### src/rtl/traffic_pkg.sv
// Shared definitions for the intersection controller blocks: light encodings
// and the emergency preemption arbiter state machine.
package traffic_pkg;

  typedef logic [1:0] light_t;

  localparam light_t RED    = 2'b00;
  localparam light_t GREEN  = 2'b01;
  localparam light_t YELLOW = 2'b10;

  // Prefixed so the COOLDOWN state cannot collide with the COOLDOWN tick parameter.
  typedef enum logic [1:0] {
    ST_IDLE     = 2'b00,
    ST_GRANT    = 2'b01,
    ST_HOLD     = 2'b10,
    ST_COOLDOWN = 2'b11
  } arb_state_t;

endpackage

### src/rtl/rr_pick.sv
// Combinational round-robin picker: first set request scanning upward from
// ptr+1, wrapping at NUM_REQ.
module rr_pick #(
  parameter int NUM_REQ = 4
) (
  input  logic [NUM_REQ-1:0]         req,
  input  logic [$clog2(NUM_REQ)-1:0] ptr,
  output logic                       valid,
  output logic [$clog2(NUM_REQ)-1:0] idx
);

  localparam int IDX_W = $clog2(NUM_REQ);

  // Scan from farthest to nearest so the nearest candidate after ptr wins.
  always_comb begin
    valid = 1'b0;
    idx   = '0;
    for (int i = NUM_REQ; i >= 1; i--) begin
      int j;
      j = int'(ptr) + i;
      if (j >= NUM_REQ) j = j - NUM_REQ;
      if (req[IDX_W'(j)]) begin
        valid = 1'b1;
        idx   = IDX_W'(j);
      end
    end
  end

endmodule

### src/rtl/emergency_preempt_arbiter.sv
// Grants emergency preemption to one roadside detector at a time, waits for
// the target approach to go GREEN, holds it for a bounded time, then cools down.
module emergency_preempt_arbiter
  import traffic_pkg::*;
#(
  parameter int NUM_REQ       = 4,
  parameter int HOLD_MIN      = 10,
  parameter int HOLD_MAX      = 30,
  parameter int GRANT_TIMEOUT = 15,
  parameter int COOLDOWN      = 5,
  parameter int CNT_W         = 6
) (
  input  logic               clk,
  input  logic               reset,
  input  logic [NUM_REQ-1:0] req,
  input  logic [NUM_REQ-1:0] req_dir,
  input  logic [1:0]         T1state,
  input  logic [1:0]         T2state,
  output logic               emergency_left,
  output logic               emergency_right,
  output logic [NUM_REQ-1:0] grant,
  output logic               served,
  output logic               fault
);

  localparam int IDX_W = $clog2(NUM_REQ);

  localparam logic [CNT_W-1:0] TIMEOUT_LAST  = CNT_W'(GRANT_TIMEOUT - 1);
  localparam logic [CNT_W-1:0] HOLD_MIN_LAST = CNT_W'(HOLD_MIN - 1);
  localparam logic [CNT_W-1:0] HOLD_MAX_LAST = CNT_W'(HOLD_MAX - 1);
  localparam logic [CNT_W-1:0] COOL_LAST     = CNT_W'(COOLDOWN - 1);

  arb_state_t         state_q, state_d;
  logic [CNT_W-1:0]   cnt_q, cnt_d, cnt_inc;
  logic [IDX_W-1:0]   idx_q, idx_d;
  logic [IDX_W-1:0]   ptr_q, ptr_d;
  logic               dir_q, dir_d;
  logic               emergency_left_q, emergency_left_d;
  logic               emergency_right_q, emergency_right_d;
  logic [NUM_REQ-1:0] grant_q, grant_d;
  logic               served_q, served_d;
  logic               fault_q, fault_d;

  logic               pick_valid;
  logic [IDX_W-1:0]   pick_idx;
  logic               target_green;
  logic               req_cur;

  rr_pick #(
    .NUM_REQ(NUM_REQ)
  ) u_rr_pick (
    .req  (req),
    .ptr  (ptr_q),
    .valid(pick_valid),
    .idx  (pick_idx)
  );

  always_ff @(posedge clk) begin
    if (reset) begin
      state_q           <= ST_IDLE;
      cnt_q             <= '0;
      idx_q             <= '0;
      ptr_q             <= IDX_W'(NUM_REQ - 1);
      dir_q             <= 1'b0;
      emergency_left_q  <= 1'b0;
      emergency_right_q <= 1'b0;
      grant_q           <= '0;
      served_q          <= 1'b0;
      fault_q           <= 1'b0;
    end else begin
      state_q           <= state_d;
      cnt_q             <= cnt_d;
      idx_q             <= idx_d;
      ptr_q             <= ptr_d;
      dir_q             <= dir_d;
      emergency_left_q  <= emergency_left_d;
      emergency_right_q <= emergency_right_d;
      grant_q           <= grant_d;
      served_q          <= served_d;
      fault_q           <= fault_d;
    end
  end

  always_comb begin
    target_green = dir_q ? (T2state == GREEN) : (T1state == GREEN);
    req_cur      = req[idx_q];
    cnt_inc      = (&cnt_q) ? cnt_q : cnt_q + 1'b1;
    state_d      = state_q;
    idx_d        = idx_q;
    dir_d        = dir_q;
    ptr_d        = ptr_q;
    case (state_q)
      ST_IDLE: begin
        if (pick_valid) begin
          idx_d   = pick_idx;
          dir_d   = req_dir[pick_idx];
          ptr_d   = pick_idx;
          state_d = ST_GRANT;
        end
      end
      ST_GRANT: begin
        if (target_green)               state_d = ST_HOLD;
        else if (!req_cur)              state_d = ST_COOLDOWN;
        else if (cnt_q == TIMEOUT_LAST) state_d = ST_COOLDOWN;
      end
      ST_HOLD: begin
        if ((cnt_q >= HOLD_MIN_LAST && !req_cur) || cnt_q == HOLD_MAX_LAST)
          state_d = ST_COOLDOWN;
      end
      ST_COOLDOWN: begin
        if (cnt_q == COOL_LAST) state_d = ST_IDLE;
      end
      default: state_d = ST_IDLE;
    endcase
    // Every state entry restarts the tick count.
    cnt_d = (state_d != state_q) ? '0 : cnt_inc;
  end

  // Outputs are registered from the next state so they line up with it.
  always_comb begin
    grant_d           = '0;
    emergency_left_d  = 1'b0;
    emergency_right_d = 1'b0;
    served_d          = (state_d == ST_HOLD);
    fault_d           = (state_q == ST_GRANT) && (state_d == ST_COOLDOWN) && req_cur;
    if (state_d == ST_GRANT || state_d == ST_HOLD) begin
      grant_d[idx_d]    = 1'b1;
      emergency_left_d  = ~dir_d;
      emergency_right_d = dir_d;
    end
  end

  assign emergency_left  = emergency_left_q;
  assign emergency_right = emergency_right_q;
  assign grant           = grant_q;
  assign served          = served_q;
  assign fault           = fault_q;

endmodule
### config.mk
export PLATFORM = sky130hd
export DESIGN_NAME = emergency_preempt_arbiter
export DESIGN_NICKNAME = d
export VERILOG_FILES = /design/src/rtl/traffic_pkg.sv /design/src/rtl/rr_pick.sv /design/src/rtl/emergency_preempt_arbiter.sv
export SDC_FILE = /design/constraint.sdc
export NUM_CORES = 1
export LEC_CHECK = 0
export ABC_AREA = 0
export CORE_ASPECT_RATIO = 0.8
export CORE_UTILIZATION = 40
export CTS_CLUSTER_DIAMETER = 30
export CTS_CLUSTER_SIZE = 14
export DETAILED_ROUTE_END_ITERATION = 6
export PLACE_DENSITY = 0.65
export SLEW_MARGIN = 15
export SYNTH_ARGS = -nofsm -noshare
export SYNTH_HDL_FRONTEND = slang
export SYNTH_SLANG_ARGS = --single-unit
### constraint.sdc
create_clock -name clk -period 3.8 [get_ports clk]
set_input_delay 0.57 -clock clk [delete_from_list [all_inputs] [get_ports clk]]
set_output_delay 0.57 -clock clk [all_outputs]
set_load 0.1 [all_outputs]
# Yosys cells after proc, flatten, opt, wreduce, memory -nomap -nowiden
# Index checks and enable logic that the tools add are counted.
[word_totals]
reg_bits = 21
inputBits = 14
out_inout_bits = 8
word_cells = 100
[op_classes]
add_sub_neg = 9
magnitude_cmp = 13
eq_ne = 12
n_mux = 42
bitwise_logic = 2
reduce_logical = 12
[op_table]
columns = ["operator", "n"]
rows = [
  ["$mux W2", 16],
  ["$mux W1", 18],
  ["$lt A2 B4 Y1 const B", 4],
  ["$bmux W1 S2", 6],
  ["$ge A3 B3 Y1 const B", 3],
  ["$lt A2 B3 Y1 const B", 3],
  ["$eq A2 B1 Y1 const B", 4],
  ["$eq A2 B2 Y1 const B", 4],
  ["$pmux W2 S4", 1],
  ["$sub A2 B1 Y2 const B", 4],
  ["$add A2 B2 Y3 const B", 2],
  ["$add A6 B1 Y6 const B", 1],
  ["$eq A6 B3 Y1 const B", 1],
  ["$eq A6 B4 Y1 const B", 1],
  ["$eq A6 B5 Y1 const B", 1],
  ["$ge A6 B4 Y1 const B", 1],
  ["$reduce_and A6 Y1", 1],
  ["$add A2 B3 Y4 const B", 1],
  ["$ge A4 B3 Y1 const B", 1],
  ["$logic_and A1 B1 Y1", 4],
  ["$reduce_or A2 Y1", 2],
  ["$add A2 B1 Y3 const B", 1],
  ["$demux W1 S2", 1],
  ["$ge A2 B1 Y1 const B", 1],
  ["other kinds (6)", 8],
]

# Longest topological paths before layout
[depth]
word_depth = 16
depth_mapped = 10
ltp_nobuf = 10

# By module
# A second synthesis with hierarchy kept.
[unflattened]
hier_cells = 129
hier_area_um2 = 1188.6
[modules_own_cells]
columns = ["module", "n_inst", "cells_each", "area_per_inst_um2", "seq_area_each_um2"]
rows = [
  ["emergency_preempt_arbiter", 1, 115, 1097.3, 420.4],
  ["rr_pick", 1, 14, 91.3, 0.0],
]

# Worst setup path after synthesis
# No wires, ideal clock.
[synth_timing]
path_type = "flip-flop to flip-flop"
startpoint = "reg cnt_q[1]"
endpoint = "reg grant_q[0], in the netlist grant[0]"
setup_ns = 0.115
arrival_time_ns = 2.211
required_time_ns = 3.685
slack_ns = 1.473
stages_incl_launch_ff = 11
n_path_buf = 0
synth_period_minus_slack_ns = 2.327
cell_sequence = "dfxtp_1 inv_1 ha_1 or3b_1 a211oi_1 o211ai_1 a31oi_1 inv_1 ha_1 nor2b_1 and3_1"
[synth_between]
elab_chain_cells = 9
word_cells_on_any_way = 17
classes_between = "order compare (1); eq/ne (5); mux (6); bitwise (1); reduce/logical (4)"
[synth_lines]
columns = ["element", "line", "rtl"]
rows = [
  ["start, declared", "emergency_preempt_arbiter.sv:34", "logic [CNT_W-1:0] cnt_q, cnt_d, cnt_inc;"],
  ["start signal, assigned", "emergency_preempt_arbiter.sv:72", "cnt_q <= cnt_d;"],
  ["$ge A6 B4 Y1 / $eq A6 B4 Y1 (equally long branches)", "emergency_preempt_arbiter.sv:107, emergency_preempt_arbiter.sv:104", ""],
  ["$logic_and A1 B1 Y1 / $mux W2 (equally long branches)", "emergency_preempt_arbiter.sv:107, emergency_preempt_arbiter.sv:104", ""],
  ["$logic_or A1 B1 Y1 / $mux W2 (equally long branches)", "emergency_preempt_arbiter.sv:107, emergency_preempt_arbiter.sv:103", ""],
  ["$mux W2, on equally long branches", "emergency_preempt_arbiter.sv:107, emergency_preempt_arbiter.sv:102", ""],
  ["$pmux W2 S4 (*)", "emergency_preempt_arbiter.sv:92", "case (state_q)"],
  ["named net state_d[0]", "emergency_preempt_arbiter.sv:33", "arb_state_t state_q, state_d;"],
  ["$eq A2 B1 Y1 / $eq A2 B2 Y1 (equally long branches)", "emergency_preempt_arbiter.sv:126", "if (state_d == ST_GRANT || state_d == ST_HOLD) begin"],
  ["$logic_or A1 B1 Y1 (*)", "emergency_preempt_arbiter.sv:126", ""],
  ["$not A1 Y1 (no source line) (*)", "-", ""],
  ["$reduce_or A2 Y1 (no source line) (*)", "-", ""],
  ["end signal, assigned", "emergency_preempt_arbiter.sv:78", "grant_q <= grant_d;"],
  ["end, declared", "emergency_preempt_arbiter.sv:40", "logic [NUM_REQ-1:0] grant_q, grant_d;"],
]
# Mark *: on every way through the listed nets, which the timed path passes. The rest lies on a longest branch.
# A chain may end at the register's enable or synchronous reset.

# Worst setup path after layout
[layout_timing]
startpoint = "reg cnt_q[1]"
endpoint = "reg emergency_left_q, in the netlist emergency_left"
[layout_between]
elab_chain_cells = 9
word_cells_on_any_way = 17
classes_between = "order compare (1); eq/ne (5); mux (6); bitwise (1); reduce/logical (4)"
[layout_lines]
columns = ["element", "line", "rtl"]
rows = [
  ["$ge A6 B4 Y1 / $eq A6 B4 Y1 (equally long branches)", "emergency_preempt_arbiter.sv:107, emergency_preempt_arbiter.sv:104", ""],
  ["$logic_and A1 B1 Y1 / $mux W2 (equally long branches)", "emergency_preempt_arbiter.sv:107, emergency_preempt_arbiter.sv:104", ""],
  ["$logic_or A1 B1 Y1 / $mux W2 (equally long branches)", "emergency_preempt_arbiter.sv:107, emergency_preempt_arbiter.sv:103", ""],
  ["$mux W2, on equally long branches", "emergency_preempt_arbiter.sv:107, emergency_preempt_arbiter.sv:102", ""],
  ["$pmux W2 S4 (*)", "emergency_preempt_arbiter.sv:92", ""],
  ["named net state_d[0]", "emergency_preempt_arbiter.sv:33", ""],
  ["$eq A2 B1 Y1 / $eq A2 B2 Y1 (equally long branches)", "emergency_preempt_arbiter.sv:126", ""],
  ["$logic_or A1 B1 Y1 (*)", "emergency_preempt_arbiter.sv:126", ""],
  ["$not A1 Y1 (no source line) (*)", "-", ""],
  ["$reduce_or A2 Y1 (no source line) (*)", "-", ""],
  ["end signal, assigned", "emergency_preempt_arbiter.sv:76", "emergency_left_q <= emergency_left_d;"],
  ["end, declared", "emergency_preempt_arbiter.sv:38", "logic emergency_left_q, emergency_left_d;"],
]
# Marks and branches as above.

==> metrics.md <==
| Metric | Value |
|---|---|
| Layout cells sized above 1 | 7.95% |
| Cts hold-fix bufs | 0 |
| # setup viols final | 0 |
| DR vias/cell | 5.49 |
| Detail Placement HPWL | 1950 microns |
| RSZ-0062 raised after global routing | false |
| Number of global-route vias before repair | 922 |
| CP Buf/Inv Count | 2 |
| Static leakage power | 0.000554 uW |
| Via Count | 1026 |
| H-tree depth | 1 |
| Switching Share | 42.6% |
| Final nets | 172 |
| All-layer global routing usage | 17.9% |
| Drt pass-1 iters | 4 |
| Layout Cells excl Fill | 187 |
| IO buf count | 21 |
| Syn_area_per_cell | 8.94 sq um |
| RePlAce Congestion | 0.862 |
| Minimum clock period | 2.61 ns |
| Largest net degree at the start of global routing | 13 |
| Die H | 49.6 microns |
| Pwr per Cell Area | 511 mW/mm^2 |
| Number of remaining DRC errors | 0 |
| Core ar. | 0.00256 sq mm |
| Initial Util | 44.3% |
| Routed WL per cell | 13.1 microns |
| Global-route wire length before repair | 4060 microns |
| Main synth FF type | dfxtp_1 |
| Seq pwr share | 39.8% |
| Ys Warns | 0 |
| CP startpoint kind | flip-flop |
| I/O pins | 22 |
| Final Skew | 0.00408 ns |
| Synthesized cell area | 0.00113 sq mm |
| Clock sink count | 21 |
| Dpl cells | 183 |
| Synthesized flop and latch total | 21 |
| CP Capture Type | flip-flop |
| Crit path required time | 4.04 ns |
| CP max-delay cell | dfxtp_1 |
| Largest cells by area after synthesis | dfxtp_1 37%, ha_1 6.6%, nor2_1 6.3% |
| Internal power | 414 uW |
| Count of flip-flops with a built-in enable after synthesis | 0 |
| Maxcap violations | 0 |
| Slew Limit Fails | 0 |
| # resized after CTS | 0 |
| Hold_ws | 0.552 ns |
| Comb pwr share | 45.9% |
| GRT Residual Overflow | 0 |
| Final period utilization | 68.7% |
| Distinct cell type count after synthesis | 42 |
| Die ar. | 0.00306 sq mm |
| Sequential share of the synthesized area | 37.0% |
| CP Max Fanout | 4 |
| Synth area leader | dfxtp_1 |
| CTS clock-pin slew for the worst setup and hold paths | 0.11 ns |
| Num rows | 16 |
| Worst VDD drop | 314 uV |
| CP arrival | 2.86 ns |
| Mapped Nets | 147 |
| Clock buffer depth | 2 |
| Outcome | complete, no violations |
| CTS tree | yes |
| Actual slew at the worst max-slew pin | 0.995 ns |
| Crit-path cells | inv_1, ha_1, or3b_1, a211oi_1, o211ai_1, a31oi_1, inv_1, ha_1, nor2b_1, and4_1 |
| Diodes inserted | 0 |
| Final core utilization | 55.1% |
| CTS Root Cell | clkbuf_4 |
| Crit path kind | flip-flop to flip-flop |
| F_max | 383 MHz |
| Initial antenna violation count | 0 |
| Iter 0 DRT Violations | 91 |
| Crit path max-delay family | compound AO/OA/AOI/OAI gates |
| Asr flop ratio synth | 0% |
| Clock power share | 14.3% |
| Hold Crit Class | flip-flop to flip-flop |
| Number of hold violations in the final report | 0 |
| DIE WIDTH | 61.6 microns |
| Antenna Nets Post-Route | 0 |
| Fin Setup TNS | 0 ns |
| Slew HR | 33.5% |
| P_sw | 308 uW |
| Clock latency at the later pin of the worst-skew pair | 0.29 ns |
| Worst path max stage delay | 0.41 ns |
| Post-CTS Setup Inserts | 0 |
| Syn-to-layout area delta | 24.5% |
| DRT Wirelength | 2460 microns |
| Syn Inst Count | 127 |
| Total CTS buffers | 3 |
| Top cell type's share of synthesized area | 37.0% |
==> power groups by stage <==
| stage | Combinational [uW] | Sequential, uW | Clock, uW |
|---|---|---|---|
| after floorplan | 156 | 383 | 0 |
| final | 331 | 288 | 103 |
| after detailed placement | 329 | 292 | 0 |
| after CTS | 331 | 287 | 109 |
| after global routing | 360 | 293 | 118 |
| after global placement | 326 | 290 | 0 |
==> cell usage after synthesis, drive strengths merged, types with 2 or more instances <==
master and instances:
nor3b 2, nor3 3, a211o 3, o32ai 2
and3 3, dfxtp 21, nand3 5, xnor2 2
nand4 3, o21ai 4, or3b 2, o21bai 2
nor2 19, nor2b 9, a31oi 3, a21oi 4
a211oi 2, nand2 6, ha 6, inv 8
==> cell type report <==
class / count / area, sq um
clock buffer: 4 / 26.3
fill: 246 / 1150
inverter: 8 / 30.0
multi-input combinational: 97 / 681
sequential: 21 / 420
tap: 36 / 45.0
timing repair buffer: 21 / 210
==> routing by layer <==
metal / GRT usage, % / vias to the layer above / wire length, microns
met5: 0 / - / 0
met4: 2.59 / 0 / 27
met3: 6.04 / 4 / 175
met2: 26.2 / 37 / 1020
met1: 25.8 / 482 / 1230
li1: - / 503 / -
==> cells in the final DEF, fill, tap and decap left out, drive strengths merged, types with 2 or more instances in the layout <==
cell,count
nand2,6
a31oi,3
nand3,5
o21bai,2
nor2b,9
or3b,2
nand4,3
dfxtp,21
clkdlybuf4s50,21
xnor2,2
nor2,19
nor3,3
a21oi,4
ha,6
clkbuf,4
and3,3
nor3b,2
a211o,3
o32ai,2
inv,8
a211oi,2
o21ai,4
==> registers in the layout, indices dropped and copies added, names as in the netlist <==
name,count
cnt_q,6
grant,4
idx_q,2
ptr_q,2
state_q,2
dir_q,1
emergency_left,1
emergency_right,1
fault,1
served,1
==> metrics by stage <==
| stage | setup WS, ns | total power [uW] | cell area (sq um) |
|---|---|---|---|
| after global placement | 1.08 | 616 | 1390 |
| after floorplan | 1.47 | 539 | 1130 |
| final | 1.19 | 722 | 1410 |
| after global routing | 0.921 | 771 | 1410 |
| after detailed placement | 1.04 | 621 | 1390 |
| after CTS | 1.18 | 727 | 1410 |
==> worst register-to-register path: stages (launching register included) <==
cell and delay [ns]:
dfxtp_1 0.41, inv_1 0.10, ha_1 0.19, or3b_1 0.34, a211oi_1 0.33, o211ai_1 0.13, a31oi_1 0.28, inv_1 0.09
ha_1 0.30, nor2b_1 0.19, and4_1 0.21
==> cells by family (layout without fill, tap and decap cells) <==
logic type	after synthesis	in the layout	synth area share [%]
buffers and inverters	9	33	2.98
adder cells (fa/ha/maj)	6	6	6.62
AO/OA/AOI/OAI	28	28	20.5
AND/OR/NAND/NOR	57	57	26.7
XOR/XNOR	3	3	2.32
flip-flops	21	21	37.0
multiplexers	3	3	3.86
==> worst paths after layout <==
check / from / end / slack, ns / depth (start not counted)
setup reg to reg: cnt_q[1]$_SDFFE_PP0N_ / emergency_left$_SDFF_PP0_ / 1.19 / 10
hold reg to reg: ptr_q[1]$_SDFFE_PP1P_ / ptr_q[1]$_SDFFE_PP1P_ / 0.55 / 1
hold / removal: ptr_q[1]$_SDFFE_PP1P_ / ptr_q[1]$_SDFFE_PP1P_ / 0.55 / 1
setup / recovery: cnt_q[1]$_SDFFE_PP0N_ / emergency_left$_SDFF_PP0_ / 1.19 / 10
Note: power is estimated with default switching activity, not from simulation.
